File: config.mk
export PLATFORM = sky130hd
export DESIGN_NAME = seg7_blink_decoder
export DESIGN_NICKNAME = d
export VERILOG_FILES = /design/src/rtl/seg7_pkg.sv /design/src/rtl/seg7_pattern_decode.sv /design/src/rtl/seg7_blink_decoder.sv
export SDC_FILE = /design/constraint.sdc
export NUM_CORES = 1
export LEC_CHECK = 0
export ABC_AREA = 1
export CORE_MARGIN = 2
export CORE_UTILIZATION = 57
export CTS_CLUSTER_SIZE = 30
export DETAILED_ROUTE_END_ITERATION = 12
export PLACE_DENSITY = 0.79
export SYNTH_ARGS = -nofsm -noshare
export SYNTH_HDL_FRONTEND = slang
export SYNTH_SLANG_ARGS = --single-unit
File: constraint.sdc
create_clock -name clk -period 2.4 [get_ports clk]
set_input_delay 0.6 -clock clk [delete_from_list [all_inputs] [get_ports clk]]
set_output_delay 0.6 -clock clk [all_outputs]
set_load 0.01 [all_outputs]
File: src/rtl/seg7_pkg.sv
// Shared 7-segment definitions used by both the display driver and this receiver.
// Contents:
//   SEG_0..SEG_F, SEG_BLANK  active-low segment codes, bit0=a .. bit6=g
//   SEG_CODES                the 16 digit codes indexed by hex value
//   state_t                  receiver FSM state encoding
package seg7_pkg;

  localparam logic [6:0] SEG_0     = 7'h40;
  localparam logic [6:0] SEG_1     = 7'h79;
  localparam logic [6:0] SEG_2     = 7'h24;
  localparam logic [6:0] SEG_3     = 7'h30;
  localparam logic [6:0] SEG_4     = 7'h19;
  localparam logic [6:0] SEG_5     = 7'h12;
  localparam logic [6:0] SEG_6     = 7'h02;
  localparam logic [6:0] SEG_7     = 7'h58;
  localparam logic [6:0] SEG_8     = 7'h00;
  localparam logic [6:0] SEG_9     = 7'h10;
  localparam logic [6:0] SEG_A     = 7'h08;
  localparam logic [6:0] SEG_B     = 7'h03;
  localparam logic [6:0] SEG_C     = 7'h46;
  localparam logic [6:0] SEG_D     = 7'h21;
  localparam logic [6:0] SEG_E     = 7'h06;
  localparam logic [6:0] SEG_F     = 7'h0E;
  localparam logic [6:0] SEG_BLANK = 7'h7F;

  localparam logic [6:0] SEG_CODES [16] = '{
    SEG_0, SEG_1, SEG_2, SEG_3, SEG_4, SEG_5, SEG_6, SEG_7,
    SEG_8, SEG_9, SEG_A, SEG_B, SEG_C, SEG_D, SEG_E, SEG_F
  };

  typedef enum logic [1:0] {
    IDLE = 2'd0,  // no digit seen since reset
    LIT  = 2'd1,  // a digit is currently displayed
    DARK = 2'd2   // display blanked after a digit was shown
  } state_t;

endpackage

File: src/rtl/seg7_pattern_decode.sv
// Combinational classifier for one active-low segment pattern.
// Ports:
//   seg       in   7  segment pattern, active-low, bit0=a .. bit6=g
//   is_digit  out  1  pattern is one of the 16 hex digit codes
//   is_blank  out  1  pattern is all segments off (7'h7F)
//   hex       out  4  hex value of the pattern (0 when not a digit)
module seg7_pattern_decode
  import seg7_pkg::*;
(
  input  logic [6:0] seg,
  output logic       is_digit,
  output logic       is_blank,
  output logic [3:0] hex
);

  logic [15:0] hit;

  genvar gi;
  generate
    for (gi = 0; gi < 16; gi++) begin : g_match
      assign hit[gi] = (seg == SEG_CODES[gi]);
    end
  endgenerate

  // Codes are unique, so at most one hit bit is set.
  always_comb begin
    hex = 4'h0;
    for (int i = 0; i < 16; i++) begin
      if (hit[i]) hex = 4'(i);
    end
  end

  assign is_digit = |hit;
  assign is_blank = (seg == SEG_BLANK);

endmodule

File: src/rtl/seg7_blink_decoder.sv
// Receiver for an active-low 7-segment bus: recovers the shown hex digit and
// detects blinking by timing the lit/dark phases.
// Ports:
//   clk          in   1      system clock, rising edge
//   rst          in   1      asynchronous active-high reset
//   seg          in   7      segment bus, active-low, bit0=a .. bit6=g
//   digit        out  4      last accepted hex digit (held through dark phases)
//   digit_valid  out  1      a digit has been accepted since reset
//   blank        out  1      currently in the dark phase
//   blinking     out  1      at least two short phases in a row on this digit
//   invalid      out  1      one-cycle pulse for an accepted non-digit, non-blank pattern
//   half_period  out  CNT_W  length of the last completed lit/dark phase
module seg7_blink_decoder
  import seg7_pkg::*;
#(
  parameter int STABLE_CYC = 4,
  parameter int BLINK_MAX  = 2_000_000,
  parameter int CNT_W      = 21
) (
  input  logic             clk,
  input  logic             rst,
  input  logic [6:0]       seg,
  output logic [3:0]       digit,
  output logic             digit_valid,
  output logic             blank,
  output logic             blinking,
  output logic             invalid,
  output logic [CNT_W-1:0] half_period
);

  localparam int              SW        = $clog2(STABLE_CYC + 1);
  localparam logic [SW-1:0]   STAB_LAST = SW'(STABLE_CYC - 1);
  localparam logic [SW-1:0]   STAB_MAX  = SW'(STABLE_CYC);
  localparam logic [CNT_W-1:0] PH_LIMIT = CNT_W'(BLINK_MAX);
  localparam logic [CNT_W-1:0] PH_SAT   = CNT_W'(BLINK_MAX + 1);

  // ---------------- sampler / stability filter ----------------
  logic [6:0]    sample_reg;
  logic [SW-1:0] stab_cnt_reg;
  logic          accept;

  always_ff @(posedge clk or posedge rst) begin
    if (rst) begin
      sample_reg   <= SEG_BLANK;
      stab_cnt_reg <= '0;
    end else begin
      sample_reg <= seg;
      if (seg != sample_reg)
        stab_cnt_reg <= '0;
      else if (stab_cnt_reg != STAB_MAX)
        stab_cnt_reg <= stab_cnt_reg + 1'b1;
    end
  end

  // Fires on the edge where the counter steps onto STABLE_CYC; saturation
  // then keeps it from firing again for the same stable run.
  assign accept = (seg == sample_reg) && (stab_cnt_reg == STAB_LAST);

  logic       pat_digit;
  logic       pat_blank;
  logic [3:0] pat_hex;

  seg7_pattern_decode u_decode (
    .seg      (sample_reg),
    .is_digit (pat_digit),
    .is_blank (pat_blank),
    .hex      (pat_hex)
  );

  // ---------------- FSM and phase/toggle counters ----------------
  state_t           state_reg, state_next;
  logic [3:0]       digit_reg, digit_next;
  logic             valid_reg, valid_next;
  logic [1:0]       tog_cnt_reg, tog_cnt_next;
  logic [CNT_W-1:0] phase_cnt_reg, phase_cnt_next;
  logic [CNT_W-1:0] half_period_reg, half_period_next;
  logic             invalid_reg, invalid_next;
  logic             toggle;

  always_ff @(posedge clk or posedge rst) begin
    if (rst) begin
      state_reg       <= IDLE;
      digit_reg       <= 4'h0;
      valid_reg       <= 1'b0;
      tog_cnt_reg     <= 2'd0;
      phase_cnt_reg   <= '0;
      half_period_reg <= '0;
      invalid_reg     <= 1'b0;
    end else begin
      state_reg       <= state_next;
      digit_reg       <= digit_next;
      valid_reg       <= valid_next;
      tog_cnt_reg     <= tog_cnt_next;
      phase_cnt_reg   <= phase_cnt_next;
      half_period_reg <= half_period_next;
      invalid_reg     <= invalid_next;
    end
  end

  always_comb begin
    state_next       = state_reg;
    digit_next       = digit_reg;
    valid_next       = valid_reg;
    tog_cnt_next     = tog_cnt_reg;
    phase_cnt_next   = phase_cnt_reg;
    half_period_next = half_period_reg;
    invalid_next     = 1'b0;
    toggle           = 1'b0;

    // Phase timing runs every cycle once a digit has been seen. The edge that
    // carries the counter past BLINK_MAX marks the phase as too long to be a
    // blink; an accept on the same edge may override this below.
    if (state_reg != IDLE) begin
      if (phase_cnt_reg != PH_SAT)
        phase_cnt_next = phase_cnt_reg + 1'b1;
      if (phase_cnt_reg == PH_LIMIT)
        tog_cnt_next = 2'd0;
    end

    if (accept) begin
      if (!pat_digit && !pat_blank) begin
        invalid_next = 1'b1;
      end else begin
        case (state_reg)
          IDLE: begin
            if (pat_digit) begin
              state_next     = LIT;
              digit_next     = pat_hex;
              valid_next     = 1'b1;
              phase_cnt_next = '0;
            end
          end
          LIT: begin
            if (pat_blank) begin
              state_next = DARK;
              toggle     = 1'b1;
            end else if (pat_hex != digit_reg) begin
              // A new digit starts a fresh blink history.
              digit_next     = pat_hex;
              tog_cnt_next   = 2'd0;
              phase_cnt_next = '0;
            end
          end
          DARK: begin
            if (pat_digit) begin
              state_next = LIT;
              toggle     = 1'b1;
            end
          end
          default: state_next = IDLE;
        endcase
      end
    end

    if (toggle) begin
      half_period_next = phase_cnt_reg;
      phase_cnt_next   = '0;
      if (phase_cnt_reg <= PH_LIMIT)
        tog_cnt_next = (tog_cnt_reg == 2'd3) ? 2'd3 : tog_cnt_reg + 2'd1;
      else
        tog_cnt_next = 2'd1;  // long phase: only this transition counts
      // Coming out of DARK with a different digit restarts the history.
      if ((state_reg == DARK) && (pat_hex != digit_reg)) begin
        digit_next   = pat_hex;
        tog_cnt_next = 2'd0;
      end
    end
  end

  assign digit       = digit_reg;
  assign digit_valid = valid_reg;
  assign blank       = (state_reg == DARK);
  assign blinking    = tog_cnt_reg[1];
  assign invalid     = invalid_reg;
  assign half_period = half_period_reg;

endmodule

-- Yosys cells after proc, flatten, opt, wreduce, memory -nomap -nowiden
Index checks and enable logic that the tools add are counted.
- logic and storage cells: 110
- bits of input ports: 9
- bits in registers: 62
- reduce and logical (&&, ||, !) cells: 13
- equality and inequality tests: 28
- $add $sub $neg: 3
- multiplexer cells: 55
- $lt $le $gt $ge: 1
- bitwise operators: 1
- operators by type and width (cell ; count):
    2-to-1 mux 21 bit ; 8
    2-to-1 mux 4 bit ; 15
    case mux 21 bit (2 select lines) ; 1
    == test 7 bit (second input constant) ; 5
    2-to-1 mux 2 bit ; 15
    adder 21 x 1 -> 21 bit (second input constant) ; 1
    == test 21 bit (second input constant) ; 1
    == test 7 x 5 -> 1 bit (second input constant) ; 3
    == test 7 x 6 -> 1 bit (second input constant) ; 3
    <= comparator 21 bit (second input constant) ; 1
    != test 21 bit (second input constant) ; 1
    2-to-1 mux 3 bit ; 6
    OR reduction 16 bit ; 1
    == test 7 x 2 -> 1 bit (second input constant) ; 2
    == test 7 x 4 -> 1 bit (second input constant) ; 2
    case mux 4 bit (2 select lines) ; 1
    AND reduction 4 bit ; 2
    == test 7 x 3 -> 1 bit (second input constant) ; 1
    == test 7 bit ; 1
    logical NOT 7 bit ; 1
    2-to-1 mux 1 bit ; 7
    != test 7 bit ; 1
    == test 2 bit (second input constant) ; 2
    != test 4 bit ; 1
    other kinds (15) ; 19

-- Depth between registers and ports, before layout
Gate-level depths: netlist of the first run.
- depth after elaboration: 24
- depth in mapped cells: 18
- mapped depth without buffers: 17

-- Hierarchy
Synthesis of the first run repeated with hierarchy kept, for this count alone.
- cells, all modules: 525
- area total of the unflattened synthesis: 3787.4 um^2
- by module, submodules not included (module ; area an instance (um^2) ; times used ; cells an instance ; seq. area each (um^2)):
    seg7_blink_decoder ; 3465.8 ; 1 ; 458 ; 1560.2
    seg7_pattern_decode ; 321.6 ; 1 ; 67 ; 0.0

-- Least setup slack after synthesis of the first run
OpenSTA, ideal clock, no wires.
- path type: input to register
- from: input seg[3]
- to: register digit_reg[3], in the netlist digit[3]
- stages on the path: 13
- setup time: 113 ps
- setup slack: 355 ps
- arrival: 1932 ps
- cell sequence: xnor2_1 > nand2_1 > nor2_1 > nand4_1 > nor2_1 > nand2_2 > nor2_4 > nand2_4 > inv_4 > nand3_4 > or2_0 > nand2_1 > inv_1
- word-level cells in the longest chain between the ends: 5
- elaborated cells on any way between the ends: 6
- those cells by class: eq/ne: 1; mux: 4; reduce/logical: 1
- RTL lines (element ; line ; RTL):
    start, declared ; seg7_blink_decoder.sv:22 ; input logic [6:0] seg,
    == test 7 bit (*) ; seg7_blink_decoder.sv:57 ; assign accept = (seg == sample_reg) && (stab_cnt_reg == STAB_LAST);
    logical AND 1 bit (*) ; seg7_blink_decoder.sv:57 ;
    2-to-1 mux 4 bit ; seg7_blink_decoder.sv:120 ; if (accept) begin
    2-to-1 mux 4 bit ; seg7_blink_decoder.sv:163 ; if ((state_reg == DARK) && (pat_hex != digit_reg)) begin
    2-to-1 mux 4 bit (*) ; seg7_blink_decoder.sv:155 ; if (toggle) begin
    net digit_next[3] ; seg7_blink_decoder.sv:72 ; logic [3:0] digit_reg, digit_next;
    end signal, assigned ; seg7_blink_decoder.sv:91 ; digit_reg <= digit_next;
    end, declared ; seg7_blink_decoder.sv:72 ;
The timed path passes the listed nets; every way through them passes the cells marked *.
A chain may end at the register's enable or synchronous reset.

-- Worst setup path in the final report of the first run
- from: input seg[0]
- to: register phase_cnt_reg[1]
- word-level cells in the longest chain between the ends: 4
- elaborated cells on any way between the ends: 5
- those cells by class: eq/ne: 1; mux: 3; reduce/logical: 1
- RTL lines (element ; line ; RTL):
    == test 7 bit (*) ; seg7_blink_decoder.sv:57 ;
    logical AND 1 bit (*) ; seg7_blink_decoder.sv:57 ;
    2-to-1 mux 21 bit / 2-to-1 mux 1 bit (equally long branches) ; seg7_blink_decoder.sv:120 ;
    2-to-1 mux 21 bit (*) ; seg7_blink_decoder.sv:155 ;
    net phase_cnt_next[1] ; seg7_blink_decoder.sv:75 ; logic [CNT_W-1:0] phase_cnt_reg, phase_cnt_next;
    end signal, assigned ; seg7_blink_decoder.sv:94 ; phase_cnt_reg <= phase_cnt_next;
    end, declared ; seg7_blink_decoder.sv:75 ;
Marked as above.

==> results.py, run 1 <==
metrics = {
    "sta": {
        "hold_violations": 0,
        "fin_crit_sh": 0.975,
        "slew-limit-headroom": 0.675,
        "clock.fmax_mhz": 427,
        "timing.hold.ws_ns": 0.477,
        "fin_skew_ns": 0.0121,
        "final.setup.tns_ns": 0,
        "min_period_ns": 2.34,
        "drv_slew": 0,
        "setup_viol": 0,
        "tightestPinTransition_ns": 0.487,
    },
    "synthesis": {
        "synth_top_area_cell": "dfrtp_1",
        "ys_seq_area_frac": 0.428,
        "synthArstFlopShare": 1.00,
        "synthMostInstantiatedCell": "nand2_1",
        "synthCells": 450,
        "synth_top_area_share": 0.377,
        "synth_area_leaders": "dfrtp_1 (38%), nand2_1 (10%), inv_1 (5.6%)",
        "synth_nets": 468,
        "syn-cell-area_um2": 3650,
        "synth_edf_count": 0,
        "synth-main-ff-cell": "dfrtp_1",
        "synth.distinct_cells": 33,
        "yosys_register_bits": 62,
        "yosys_warnings": 0,
        "synth.avg_cell_area_um2": 8.10,
        "ys_top_cells_by_count": "nand2_1 (98), dfrtp_1 (55), inv_1 (54)",
    },
    "routing": {
        "wirelength_um": 8380,
        "wl_per_cell_um": 13.9,
        "drt_iter0_drc": 243,
        "ant_nets": 0,
        "drc_errors": 0,
        "vias_per_cell": 5.24,
        "route.vias.total": 3151,
        "drt-pass1-iter-count": 4,
    },
    "power_and_ir_drop": {
        "switching_share": 0.215,
        "p_switching_uw": 480,
        "pwr-share-seq": 0.479,
        "power.leakage_nw": 2.30,
        "clockPowerShare": 0.461,
        "comb_power_share": 0.060,
        "p_per_area_nw_per_um2": 484,
        "ir_worst_vdd_v": 0.000423,
        "internal_power_mw": 1.75,
    },
    "place": {
        "hpwl_um": 5990,
        "io_buffers": 37,
        "dpl.cell_count": 579,
        "gp_congestion": 0.846,
    },
    "finish": {
        "fin_cells": 601,
        "ff_latch_area_um2": 1560,
        "antenna_cells": 0,
        "n_fill_cell": 467,
        "synthToLayoutAreaGrowth_pct": 26.5,
        "drive_gt1_frac": 0.237,
        "multi_input_area_um2": 1890,
        "finalNetCount": 537,
    },
    "global_routing": {
        "grt_pass1_vias": 3236,
        "antenna_found_initial": 0,
        "grt_pass1_wl_um": 14200,
        "grtUsageTotal": 0.249,
        "grt_max_degree": 42,
        "grt_overflow": 0,
    },
    "job": {
        "drv_cap": 0,
    },
    "run_status": {
        "status": "finished, final reports clean",
    },
    "cts": {
        "clock_sinks": 62,
        "clock-root-buffer": "clkbuf_8",
        "clock_latency_ns": 0.34,
        "htree_levels": 3,
        "tritoncts": "done",
        "cts.clk_slew.worst_paths_ns": 0.07,
        "clk_path_buf_depth": 2,
        "cts_hold_buf": 0,
        "numCtsBuffers": 9,
    },
    "hold_path": {
        "min_path_type": "reg2reg",
    },
    "critical_path": {
        "cp_max_fo": 7,
        "start_kind": "primary input",
        "critPathCaptureType": "flop",
        "cp.required_ns": 2.61,
        "cp_data_arrival_time_ns": 2.55,
        "crit_type": "in2reg",
    },
    "floorplan": {
        "die_w_um": 84.0,
        "initial_core_util": 0.581,
        "die_area_um2": 7050,
        "num_rows": 29,
        "core_area_um2": 6280,
        "dieHeight_um": 84.0,
        "boundaryPins": 38,
    },
}
==> cell families after synthesis <==
logic type               count (synthesis)  synth area share
flip-flops                              62             0.428
AND/OR/NAND/NOR                        248             0.341
AO/OA/AOI/OAI                           40            0.0570
buffers and inverters                   65            0.0803
adder cells (fa/ha/maj)                  9            0.0309
XOR/XNOR                                26            0.0625
==> routing by layer <==
metal | track usage | up-vias | wire length (µm)
li1 | - | 1565 | -
met1 | 0.304 | 1501 | 3600
met2 | 0.430 | 72 | 4310
met3 | 0.0554 | 13 | 316
met4 | 0.0968 | 0 | 144
met5 | 0 | - | 0
==> through the flow <==
stage / util / setup WS (ns) / total power [mW] / cell area [µm²]
2_1_floorplan: - / 0.270 / 1.16 / 3650
3_3_place_gp: 0.673 / -0.163 / 1.20 / 4230
3_5_place_dp: 0.673 / -0.286 / 1.20 / 4230
4_1_cts: 0.709 / 0.0403 / 2.23 / 4450
5_1_grt: 0.735 / -0.0368 / 2.32 / 4610
6_report: 0.735 / 0.0590 / 2.23 / 4610
==> final cells by class <==
cell class / instances / share of cell area
Multi-Input combinational cell: 323 / 0.410
Sequential cell: 62 / 0.338
Timing Repair Buffer: 64 / 0.133
Inverter: 59 / 0.0485
Clock buffer: 12 / 0.0336
Tap cell: 77 / 0.0209
Clock inverter: 4 / 0.0152
==> cell usage in the layout (no fill, tap or decap), types with 17 or more instances in the layout <==
cell type	netlist	final
buf_4	0	23
o21ai_0	24	24
nand3_1	23	21
nor2_1	51	40
nor2_4	12	17
xor2_1	18	18
inv_1	54	52
nand2_1	98	90
nand2_2	18	25
dfrtp_1	55	55
clkdlybuf4s50_1	0	37
==> what timing repair did <==
action / in CTS / in global routing
resized for setup: 0 / 32
setup endpoints to repair: 0 / 46
setup buffers: 0 / 6
==> critical path, cell delays in order <==
cell and delay, ns:
clkdlybuf4s50_1 0.50, xnor2_1 0.14, nand2_1 0.08, nor2_1 0.11
nand4_1 0.14, nor2_2 0.20, buf_4 0.14, nand3_2 0.10
nor2_4 0.14, nand2_2 0.08, nand2_4 0.12, buf_12 0.15
nor2_1 0.05
==> worst paths after layout <==
check                           slack, ns  depth (start not counted)                           to                   startpoint
worst max-delay path                 0.06                         13   phase_cnt_reg[1]$_DFF_PP0_                       seg[0]
worst min-delay path                 0.48                          2  half_period[19]$_DFFE_PP0P_  half_period[19]$_DFFE_PP0P_
worst max register to register       0.11                         14  phase_cnt_reg[17]$_DFF_PP0_   phase_cnt_reg[1]$_DFF_PP0_
worst min register to register       0.48                          2  half_period[19]$_DFFE_PP0P_  half_period[19]$_DFFE_PP0P_
max in group asynchronous            1.22                          3           digit[1]$_DFF_PP0_                          rst
min in group asynchronous            0.61                          2  stab_cnt_reg[1]$_DFFE_PP0P_                          rst
==> power groups by stage <==
| stage | Clock (mW) | Combinational (mW) | Sequential, mW |
|---|---|---|---|
| after global routing | 1.10 | 0.151 | 1.07 |
| final | 1.03 | 0.135 | 1.07 |
| after global placement | 0 | 0.113 | 1.09 |
| after detailed placement | 0 | 0.114 | 1.09 |
| after CTS | 1.05 | 0.114 | 1.07 |
| after floorplan | 0 | 0.0771 | 1.08 |
No activity file was read; power rests on OpenSTA's default activity.
==> run 2: changes to the inputs <==
--- a/config.mk
+++ b/config.mk
@@ -10,6 +10,7 @@
 export CORE_UTILIZATION = 57
 export CTS_CLUSTER_SIZE = 30
 export DETAILED_ROUTE_END_ITERATION = 12
+export GPL_TIMING_DRIVEN = 0
 export PLACE_DENSITY = 0.79
 export SYNTH_ARGS = -nofsm -noshare
 export SYNTH_HDL_FRONTEND = slang
==> constraint.sdc (replaced) <==
create_clock -name clk -period 2.2 [get_ports clk]
set_input_delay 0.55 -clock clk [delete_from_list [all_inputs] [get_ports clk]]
set_output_delay 0.55 -clock clk [all_outputs]
set_load 0.01 [all_outputs]
==> results.py, run 2 (same netlist as run 1, synthesis figures left out) <==
metrics = {
    "floorplan": {
        "initial_core_util": 0.581,
        "num_rows": 29,
        "boundaryPins": 38,
        "die_w_um": 84.0,
        "core_area_um2": 6280,
        "dieHeight_um": 84.0,
        "die_area_um2": 7050,
    },
    "sta": {
        "rsz0062_at_grt": "yes",
        "timing.hold.ws_ns": 0.467,
        "finalWorstSetupSlack_ns": -0.141,
        "slew-limit-headroom": 0.669,
        "fin_crit_sh": 1.06,
        "fin_skew_ns": 0.0102,
        "final.setup.tns_ns": -2.96,
        "clock.fmax_mhz": 427,
        "tightestPinTransition_ns": 0.495,
        "hold_violations": 0,
        "min_period_ns": 2.34,
        "drv_slew": 0,
        "setup_viol": 47,
    },
    "critical_path": {
        "cp_max_fo": 10,
        "cp.required_ns": 2.48,
        "cp_data_arrival_time_ns": 2.62,
        "critPathCaptureType": "flop",
        "crit_type": "reg2reg",
        "rr_endpoint": "phase_cnt_reg[7]$_DFF_PP0_",
        "reg2regPathDepth": 17,
        "timing.rr.start": "sample_reg[6]$_DFF_PP1_",
        "start_kind": "flop",
        "rrSetupSlack_ns": -0.14,
    },
    "routing": {
        "drt-pass1-iter-count": 6,
        "ant_nets": 0,
        "wirelength_um": 9470,
        "drc_errors": 0,
        "wl_per_cell_um": 15.4,
        "vias_per_cell": 5.55,
        "route.vias.total": 3421,
        "drt_iter0_drc": 207,
    },
    "finish": {
        "ff_latch_area_um2": 1560,
        "multi_input_area_um2": 2050,
        "synthToLayoutAreaGrowth_pct": 35.9,
        "final_common_cell": "nand2_1",
        "fin_cells": 616,
        "n_fill_cell": 375,
        "layout_common_cells": "nand2_1 (83), dfrtp_1 (54), inv_1 (50)",
        "finalNetCount": 552,
        "drive_gt1_frac": 0.310,
        "final_util": 0.790,
        "antenna_cells": 0,
    },
    "global_routing": {
        "grt_max_degree": 42,
        "grt_pass1_wl_um": 13900,
        "grtUsageTotal": 0.246,
        "antenna_found_initial": 0,
        "grt_overflow": 0,
        "grt_pass1_vias": 3128,
    },
    "place": {
        "dpl.cell_count": 565,
        "dp_slack_ns": -0.700,
        "hpwl_um": 5730,
        "io_buffers": 37,
        "gp_congestion": 0.908,
    },
    "cts": {
        "clk_path_buf_depth": 2,
        "tritoncts": "done",
        "htree_levels": 3,
        "clock-root-buffer": "clkbuf_8",
        "clock_sinks": 62,
        "cts.clk_slew.worst_paths_ns": 0.07,
        "cts_hold_buf": 0,
        "clock_latency_ns": 0.34,
        "numCtsBuffers": 9,
    },
    "job": {
        "drv_cap": 0,
    },
    "run_status": {
        "status": "finished, violations left",
        "failed_checks": "setup timing",
    },
    "power_and_ir_drop": {
        "ir_worst_vdd_v": 0.000422,
        "p_per_area_nw_per_um2": 485,
        "power.leakage_nw": 2.44,
    },
    "hold_path": {
        "min_to": "sample_reg[3]$_DFF_PP1_",
        "min-delay-start": "seg[3]",
        "min_path_type": "in2reg",
        "hold_depth": 1,
    },
}
==> run 2: cell types whose count changed in the layout (fill, tap and decap cells not counted), sizes merged <==
| cell | change |
|---|---|
| buf | +12 |
| clkbuf | +4 |
| clkdlybuf4s50 | -4 |
| dlygate4sd2 | +4 |
| bufinv | -1 |
| clkinvlp | +1 |
| inv | -1 |
==> run 2: how the worst max path moves through the flow <==
stage / to / slack (ns) / startpoint / depth (start not counted)
4_1_cts: phase_cnt_reg[8]$_DFF_PP0_ / -0.05 / sample_reg[1]$_DFF_PP1_ / 17
3_3_place_gp: state_reg[1]$_DFFE_PP0P_ / -0.99 / rst / 2
3_5_place_dp: digit[3]$_DFF_PP0_ / -0.70 / seg[0] / 14
2_1_floorplan: digit[0]$_DFF_PP0_ / 0.12 / rst / 1
5_1_grt: phase_cnt_reg[7]$_DFF_PP0_ / -0.25 / sample_reg[6]$_DFF_PP1_ / 17
6_report: phase_cnt_reg[7]$_DFF_PP0_ / -0.14 / sample_reg[6]$_DFF_PP1_ / 17
==> run 2: timing repair <==
| item | 4_1_cts | 5_1_grt |
|---|---|---|
| buffers inserted | 14 | 18 |
| gates resized for setup | 30 | 64 |
| pin swaps | 8 | 6 |
| endpoints found under the setup margin | 51 | 54 |
| gates cloned | 0 | 3 |
==> run 2: stage by stage <==
stage	power, mW	cell area, µm²
final	2.40	4960
after global routing	2.48	4960
after CTS	2.38	4550
after detailed placement	1.31	4130
after global placement	1.30	4110
after floorplan	1.27	3650
==> run 2: worst max-delay path, cell delays in order, from the launching register on <==
cell	delay (ns)
dfstp_2	0.56
buf_4	0.12
buf_4	0.11
nor2_1	0.05
nand3_1	0.10
nand2_1	0.12
nor2_2	0.13
nand3_2	0.09
nand2_1	0.09
nand2_2	0.06
nor2_4	0.12
nand3_4	0.10
nand2_2	0.09
nand2_2	0.09
nand2_4	0.09
nand2_4	0.08
buf_12	0.17
nor2_4	0.07
==> run 2: cell type report <==
type,instances,share of cell area
multi-input combinational,323,0.414
sequential,62,0.315
timing repair buffer,73,0.145
inverter,59,0.0462
clock buffer,13,0.0341
tap,77,0.0194
buffer,6,0.0179
clock inverter,3,0.00858
==> run 2: routing by layer <==
layer	share of wire	up-vias	GRT usage
met2	0.51	117	0.426
met4	0.032	0	0.104
li1	-	1595	-
met3	0.041	34	0.0445
met5	0	-	0
met1	0.42	1675	0.301
==> run 2: report_power, final <==
part / switching [mW] / internal [mW]
Combinational: 0.104 / 0.0676
Sequential: 0.0134 / 1.15
Clock: 0.452 / 0.615
